**config.mk**
```make
export PLATFORM = sky130hd
export DESIGN_NAME = adc_capture_seq
export DESIGN_NICKNAME = d
export VERILOG_FILES = /design/src/rtl/adc_capture_seq.sv
export SDC_FILE = /design/constraint.sdc
export NUM_CORES = 1
export LEC_CHECK = 0
export CORE_ASPECT_RATIO = 0.5
export CORE_MARGIN = 2
export CORE_UTILIZATION = 45
export DETAILED_ROUTE_END_ITERATION = 8
export GPL_TIMING_DRIVEN = 0
export PLACE_DENSITY = 0.76
export RECOVER_POWER = 25
export SLEW_MARGIN = 0
export SYNTH_ARGS = -nofsm -noshare
export SYNTH_HDL_FRONTEND = slang
export SYNTH_SLANG_ARGS = --single-unit
```
**constraint.sdc**
```tcl
create_clock -name sys_clk -period 7.4 [get_ports sys_clk]
set_input_delay 0.74 -clock sys_clk [delete_from_list [all_inputs] [get_ports sys_clk]]
set_output_delay 0.74 -clock sys_clk [all_outputs]
set_load 0.02 [all_outputs]
```
**src/rtl/adc_capture_seq.sv**
```systemverilog
// ADC frame capture sequencer: writes a burst of ADC samples into an external
// synchronous RAM, then streams them back out with a valid/ready handshake.
module adc_capture_seq #(
    parameter int ADDR_W = 10,
    parameter int DATA_W = 12
) (
    input  logic              sys_clk,
    input  logic              sys_rst,
    input  logic              start,
    input  logic              abort,
    input  logic [ADDR_W:0]   cfg_len,
    input  logic              adc_valid,
    input  logic [DATA_W-1:0] adc_data,
    output logic              ram_we,
    output logic [ADDR_W-1:0] ram_waddr,
    output logic [DATA_W-1:0] ram_wdata,
    output logic [ADDR_W-1:0] ram_raddr,
    input  logic [DATA_W-1:0] ram_rdata,
    output logic              out_valid,
    output logic [DATA_W-1:0] out_data,
    output logic              out_last,
    input  logic              out_ready,
    output logic              busy,
    output logic              done
);

    typedef enum logic [2:0] {
        IDLE    = 3'd0,
        CAPTURE = 3'd1,
        RD_ADDR = 3'd2,
        RD_WAIT = 3'd3,
        PRESENT = 3'd4,
        FIN     = 3'd5
    } state_t;

    localparam logic [ADDR_W:0] ONE      = {{ADDR_W{1'b0}}, 1'b1};
    localparam logic [ADDR_W:0] FULL_LEN = {1'b1, {ADDR_W{1'b0}}};

    state_t          state;
    state_t          state_nxt;
    logic [ADDR_W:0] len;
    logic [ADDR_W:0] wcnt;
    logic [ADDR_W:0] rcnt;
    logic [ADDR_W:0] last_idx;
    logic            wr_hit;
    logic            wr_last;
    logic            rd_acc;
    logic            rd_last;

    // Abort outranks sample writes and word acceptance in the same cycle.
    assign last_idx = len - ONE;
    assign wr_hit   = (state == CAPTURE) && adc_valid && !abort;
    assign wr_last  = wr_hit && (wcnt == last_idx);
    assign rd_acc   = (state == PRESENT) && out_ready && !abort;
    assign rd_last  = (rcnt == last_idx);

    always_ff @(posedge sys_clk or posedge sys_rst) begin
        if (sys_rst) begin
            state <= IDLE;
        end else begin
            state <= state_nxt;
        end
    end

    always_comb begin
        state_nxt = state;
        if (abort && (state != IDLE)) begin
            state_nxt = IDLE;
        end else begin
            case (state)
                IDLE:    if (start) state_nxt = CAPTURE;
                CAPTURE: if (wr_last) state_nxt = RD_ADDR;
                RD_ADDR: state_nxt = RD_WAIT;
                RD_WAIT: state_nxt = PRESENT;
                PRESENT: if (rd_acc) state_nxt = rd_last ? FIN : RD_ADDR;
                FIN:     state_nxt = IDLE;
                default: state_nxt = IDLE;
            endcase
        end
    end

    // Counters are one bit wider than the address so a full-depth frame ends cleanly.
    always_ff @(posedge sys_clk or posedge sys_rst) begin
        if (sys_rst) begin
            len      <= FULL_LEN;
            wcnt     <= '0;
            rcnt     <= '0;
            out_data <= '0;
        end else begin
            if ((state == IDLE) && start) begin
                len  <= (cfg_len == '0) ? FULL_LEN : cfg_len;
                wcnt <= '0;
            end
            if (wr_hit) begin
                wcnt <= wcnt + ONE;
            end
            if (wr_last) begin
                rcnt <= '0;
            end
            if (state == RD_WAIT) begin
                out_data <= ram_rdata;
            end
            if (rd_acc) begin
                rcnt <= rcnt + ONE;
            end
        end
    end

    always_comb begin
        ram_we    = wr_hit;
        ram_waddr = wcnt[ADDR_W-1:0];
        ram_wdata = wr_hit ? adc_data : '0;
        ram_raddr = rcnt[ADDR_W-1:0];
        out_valid = (state == PRESENT);
        out_last  = (state == PRESENT) && rd_last;
        busy      = (state != IDLE);
        done      = (state == FIN);
    end

endmodule
```
After elaboration in Yosys (flattened, before gate mapping) --
Cells that the tools add are included.
Storage, ports and cells: bits in registers 48, bits in latches 0, memory bits (writable) 0, bits in read-only memories 0, input port bits 41, output and inout bits 49, word-level logic and storage cells 45, memories kept 0
Operators by class: $add $sub $neg 3, multipliers 0, div/mod/pow operators 0, order comparisons 0, eq/ne operators 10, shift-type cells 0, muxes and demuxes 12, bitwise operators 0, reduce and logical (&&, ||, !) cells 15
Operators by type and width (count):
- $mux W11 | 5
- $add A11 B1 Y11 const B | 2
- $eq A11 B11 Y1 | 2
- $mux W3 | 5
- $pmux W3 S5 | 1
- $mux W12 | 1
- $logic_not A11 Y1 | 1
- $sub A11 B1 Y11 const B | 1
- $logic_and A1 B1 Y1 | 8
- $eq A3 B2 Y1 const B | 2
- $eq A3 B3 Y1 const B | 2
- $reduce_bool A2 Y1 | 2
- $eq A3 B1 Y1 const B | 1
- $logic_not A3 Y1 | 1
- $ne A3 B1 Y1 const B | 1
- $ne A3 B2 Y1 const B | 1
- $ne A3 B3 Y1 const B | 1
- $reduce_and A3 Y1 | 1
- $reduce_bool A3 Y1 | 1
- $logic_not A1 Y1 | 1

Longest topological paths before layout --
word-level depth 7, gate-level depth with buffers 11, gate-level depth less buffers 9

Least setup slack after synthesis --
Ideal clock, no wire load.
path kind register -> output, start register len[3], end output port out_last, arrival time 1.981 ns, data required time 6.660 ns, path slack 4.679 ns, cell stages (with the launch flop) 8, path buffers 1, cell sequence dfrtp_1 -> clkbuf_1 -> nor4_2 -> nand3_1 -> xnor2_1 -> nand2_1 -> nor3_1 -> and4_1
On the way: cells in the longest elaborated chain, start to end 3
Ends and longest elaborated chain:
- start, declared | line 41 | logic [ADDR_W:0] len;
- start signal, assigned | line 91 | len <= (cfg_len == '0) ? FULL_LEN : cfg_len;
- $sub A11 B1 Y11 | line 51 | assign last_idx = len - ONE;
- $eq A11 B11 Y1 | line 55 | assign rd_last = (rcnt == last_idx);
- $logic_and A1 B1 Y1 | line 115 | out_last = (state == PRESENT) && rd_last;
- end, declared | line 21 | output logic out_last,
No other way between the ends.

Final worst setup path --
Ends and elaborated chain as after synthesis.

==> flow_summary.yaml <==
status:
  outcome: "complete, but fails checks"
  violations: "max-capacitance violations, max-slew violations"
clock_network:
  cts_root_buf: "clkbuf_16"
  numCtsBuffers: 5
  clk_pin_slew_worst_paths_ps: 60
  cts_max_path_buffers: 2
  post_cts_buffers: 0
  cts_sinks: 48
  cts_htree_levels: 2
  cts_hold_buf: 0
  clkLatencyLatePin_ps: 290
  cts_resized: 0
  cts_tree: "yes"
worst_setup_path:
  crit_slowest_cell: "nor4_2"
  cp_data_arrival_time_ps: 3220
  reg2reg_to: "rcnt[0]"
  slowest_delay_ps: 670
  rr_worst_depth: 11
  end_kind: "output pin"
  worstPathCellList: "clkbuf_1 -> nor4_2 -> nand3_1 -> xnor2_1 -> nand2_1 -> nor3_1 -> and4_1 -> clkdlybuf4s50_1"
  criticalPathCategory: "flip-flop to output pin"
  crit_cells: 8
  r2r_setup_slack_ps: 4470
  path_delay_family: "simple AND/OR/NAND/NOR gates"
  reg2reg_from: "len[0]"
  worstPathRequired_ps: 6660
  critical_path_buf_inv_count: 2
  cp_max_fo: 10
  critPathLaunch: "len[3]"
  cp-start-kind: "flip-flop"
  endpoint: "out_last"
logic_synthesis:
  ys_warn_count: 0
  synthCells: 351
  synthArstFlopShare_pct: 100.0
  synth_top_area_share_pct: 37.18
  ys_seq_elements: 48
  synth_edf_count: 0
  avgSynthCellArea_um2: 9.011
  ys_top_cells_by_area: "dfrtp_1 (37%), nand2_1 (5.8%), xnor2_1 (5.5%)"
  synth_cell_types: 59
  synth_fp_nets: 395
  yosysTopAreaCell: "dfrtp_1"
  synth_flop_cell: "dfrtp_1"
  yosysSeqAreaShare_pct: 38.01
  synth_area_um2: 3163
sta:
  finalCritPeriodShare_pct: 53.45
  rsz0062_at_grt: "false"
  hold_viol_final: 0
  setup_viol: 0
  period_needed_ps: 3955
  skew_ps: 5.496
  slew_viol_final: 33
  fin_tns_setup_ps: 0
  tightest_slew_ps: 1835
  maxSlewHeadroom_pct: -22.30
  fin_hold_ws_ps: 501.9
  timing.fmax_mhz: 252.8
  setup_ws_ps: 3445
power_and_ir_drop:
  power.density_nw_per_um2: 191.9
  peakVddDrop_mv: 0.09639
  combPwrFrac_pct: 31.5
  switching_share_pct: 31.55
  internal_power_uw: 569.7
  p_leak_uw: 0.001816
  sequentialPowerShare_pct: 37.4
  total_power_uw: 832.3
  p_switching_uw: 262.6
  power_frac_clock_pct: 31.1
floorplan:
  pin_count: 90
  fp-row-count: 21
  die-area_um2: 7757
  dieWidth_um: 122.6
  die_y_um: 63.29
  design.core.area_um2: 6753
  start_util_pct: 46.84
route:
  vias_per_cell: 5.312
  routedWlPerCell_um: 14.59
  drtIter0Drc: 211
  drtAntennaViolNets: 0
  remaining_drc_errors: 0
  vias: 2874
  drtPass1Iterations: 4
  routed_wl_um: 7895
finish:
  stdcell_count: 541
  final_nets: 492
  seqCellArea_um2: 1202
  area_growth_pct: 37.10
  layout-drive-gt1-share_pct: 12.25
  fillCellCount: 557
  diodes: 0
  multi_input_area_um2: 1683
worst_hold_path:
  holdCritStartpoint: "wcnt[10]"
  hold-path-cell-count: 1
  hold_class: "flip-flop to flip-flop"
run:
  cap_violations: 1
global_routing:
  grt_start_max_net_pins: 33
  grt.total_usage_pct: 21.94
  antenna_found_initial: 0
  grt_pass1_wl_um: 13440
  grt_pass1_vias: 2676
  grt_overflow_total: 0
placed_design:
  placedCellCount: 533
  gp_congestion: 0.9098
  dp_slack_ps: 3629
  port_buffers: 89
  dp_hpwl_um: 5994
registers in the layout, indices dropped and copies added (netlist names):
name      count
state         3
len          11
wcnt         11
out_data     12
rcnt         11
Yosys cell counts (3+ instances only):
library cell	number
a21oi_1	9
a21oi_2	3
a31oi_1	3
a31oi_4	3
and3_1	16
buf_1	3
buf_4	20
clkbuf_1	14
dfrtp_1	47
ha_1	3
inv_1	10
mux2_2	12
nand2_1	49
nand2b_1	4
nand3_1	12
nand4_1	5
nor2_1	22
nor2b_1	3
nor3_1	6
nor4_1	4
o211ai_1	6
o21a_1	3
o21ai_0	16
o22ai_1	4
o31ai_1	3
or3_1	3
xnor2_1	20
xor2_1	11
worst register-to-register path, stage by stage, from the launching register on:
cell and delay, ps:
dfrtp_1 360, clkbuf_1 190, inv_1 120, ha_1 230, or3b_2 520, or4_1 410
o311a_1 150, nand4_1 100, and4b_4 240, or2_1 220, buf_6 160, mux2i_2 160
logic make-up after synthesis:
kind of cell | share of synthesized area (%)
compound gates | 14.20
flops | 38.01
simple gates | 23.50
fa+ha+maj | 1.187
xor+xnor | 9.296
mux | 5.024
buf+inv | 8.781
through the flow:
| stage | util (%) | cell area (µm²) |
|---|---|---|
| 2_1_floorplan | - | 3163 |
| 3_5_place_dp | 62.03 | 4189 |
| 3_3_place_gp | 61.74 | 4169 |
| 5_1_grt | 64.22 | 4337 |
| 4_1_cts | 64.46 | 4353 |
| 6_report | 64.22 | 4337 |
final cells by class:
| type | count | share of cell area, % |
|---|---|---|
| Inverter | 11 | 0.9521 |
| Multi-Input combinational cell | 253 | 38.81 |
| Buffer | 39 | 5.453 |
| Sequential cell | 48 | 27.73 |
| Clock buffer | 6 | 2.972 |
| Timing Repair Buffer | 90 | 20.63 |
| Tap cell | 92 | 2.654 |
| Clock inverter | 2 | 0.8078 |
metal layers:
metal / wire, µm / global-route usage, % / up-vias
met1: 3726 / 31.91 / 1378
met2: 3487 / 31.94 / 90
met4: 51 / 4.310 / 0
met3: 629 / 7.065 / 4
met5: 0 / 0 / -
li1: - / - / 1402
cell usage in the layout (no fill, tap or decap), drive strengths merged, types with 2 or more instances in the layout:
| cell type | count |
|---|---|
| mux2 | 12 |
| a21oi | 12 |
| xor2 | 11 |
| mux2i | 2 |
| clkbuf | 21 |
| nand2 | 49 |
| and2 | 2 |
| nand3 | 12 |
| xnor2 | 20 |
| dlygate4sd3 | 4 |
| nor2 | 22 |
| nand4 | 5 |
| a31oi | 6 |
| o21a | 3 |
| nor3 | 6 |
| nor4b | 2 |
| o211ai | 6 |
| or4 | 2 |
| o31ai | 3 |
| inv | 10 |
| and4 | 2 |
| ha | 3 |
| clkdlybuf4s50 | 85 |
| a21o | 2 |
| o22ai | 5 |
| nor4 | 5 |
| nand3b | 2 |
| buf | 25 |
| o21ai | 16 |
| nor2b | 3 |
| clkinv | 2 |
| nand2b | 4 |
| and3 | 16 |
| or3 | 3 |
| dfrtp | 47 |
how the worst min path moves through the flow:
| stage | to | slack (ps) |
|---|---|---|
| 2_1_floorplan | wcnt[10] | 460 |
| 3_3_place_gp | wcnt[10] | 480 |
| 3_5_place_dp | wcnt[10] | 490 |
| 4_1_cts | wcnt[10] | 500 |
| 5_1_grt | out_data[7] | 520 |
| 6_report | wcnt[10] | 500 |
power groups by stage:
| stage | registers (µW) | logic (µW) | clock network, µW |
|---|---|---|---|
| 6_report | 311 | 262 | 259 |
| 5_1_grt | 315 | 290 | 275 |
| 4_1_cts | 311 | 263 | 265 |
| 3_5_place_dp | 316 | 261 | 0 |
| 3_3_place_gp | 315 | 255 | 0 |
| 2_1_floorplan | 315 | 172 | 0 |
No activity file was read; power rests on OpenSTA's default activity.
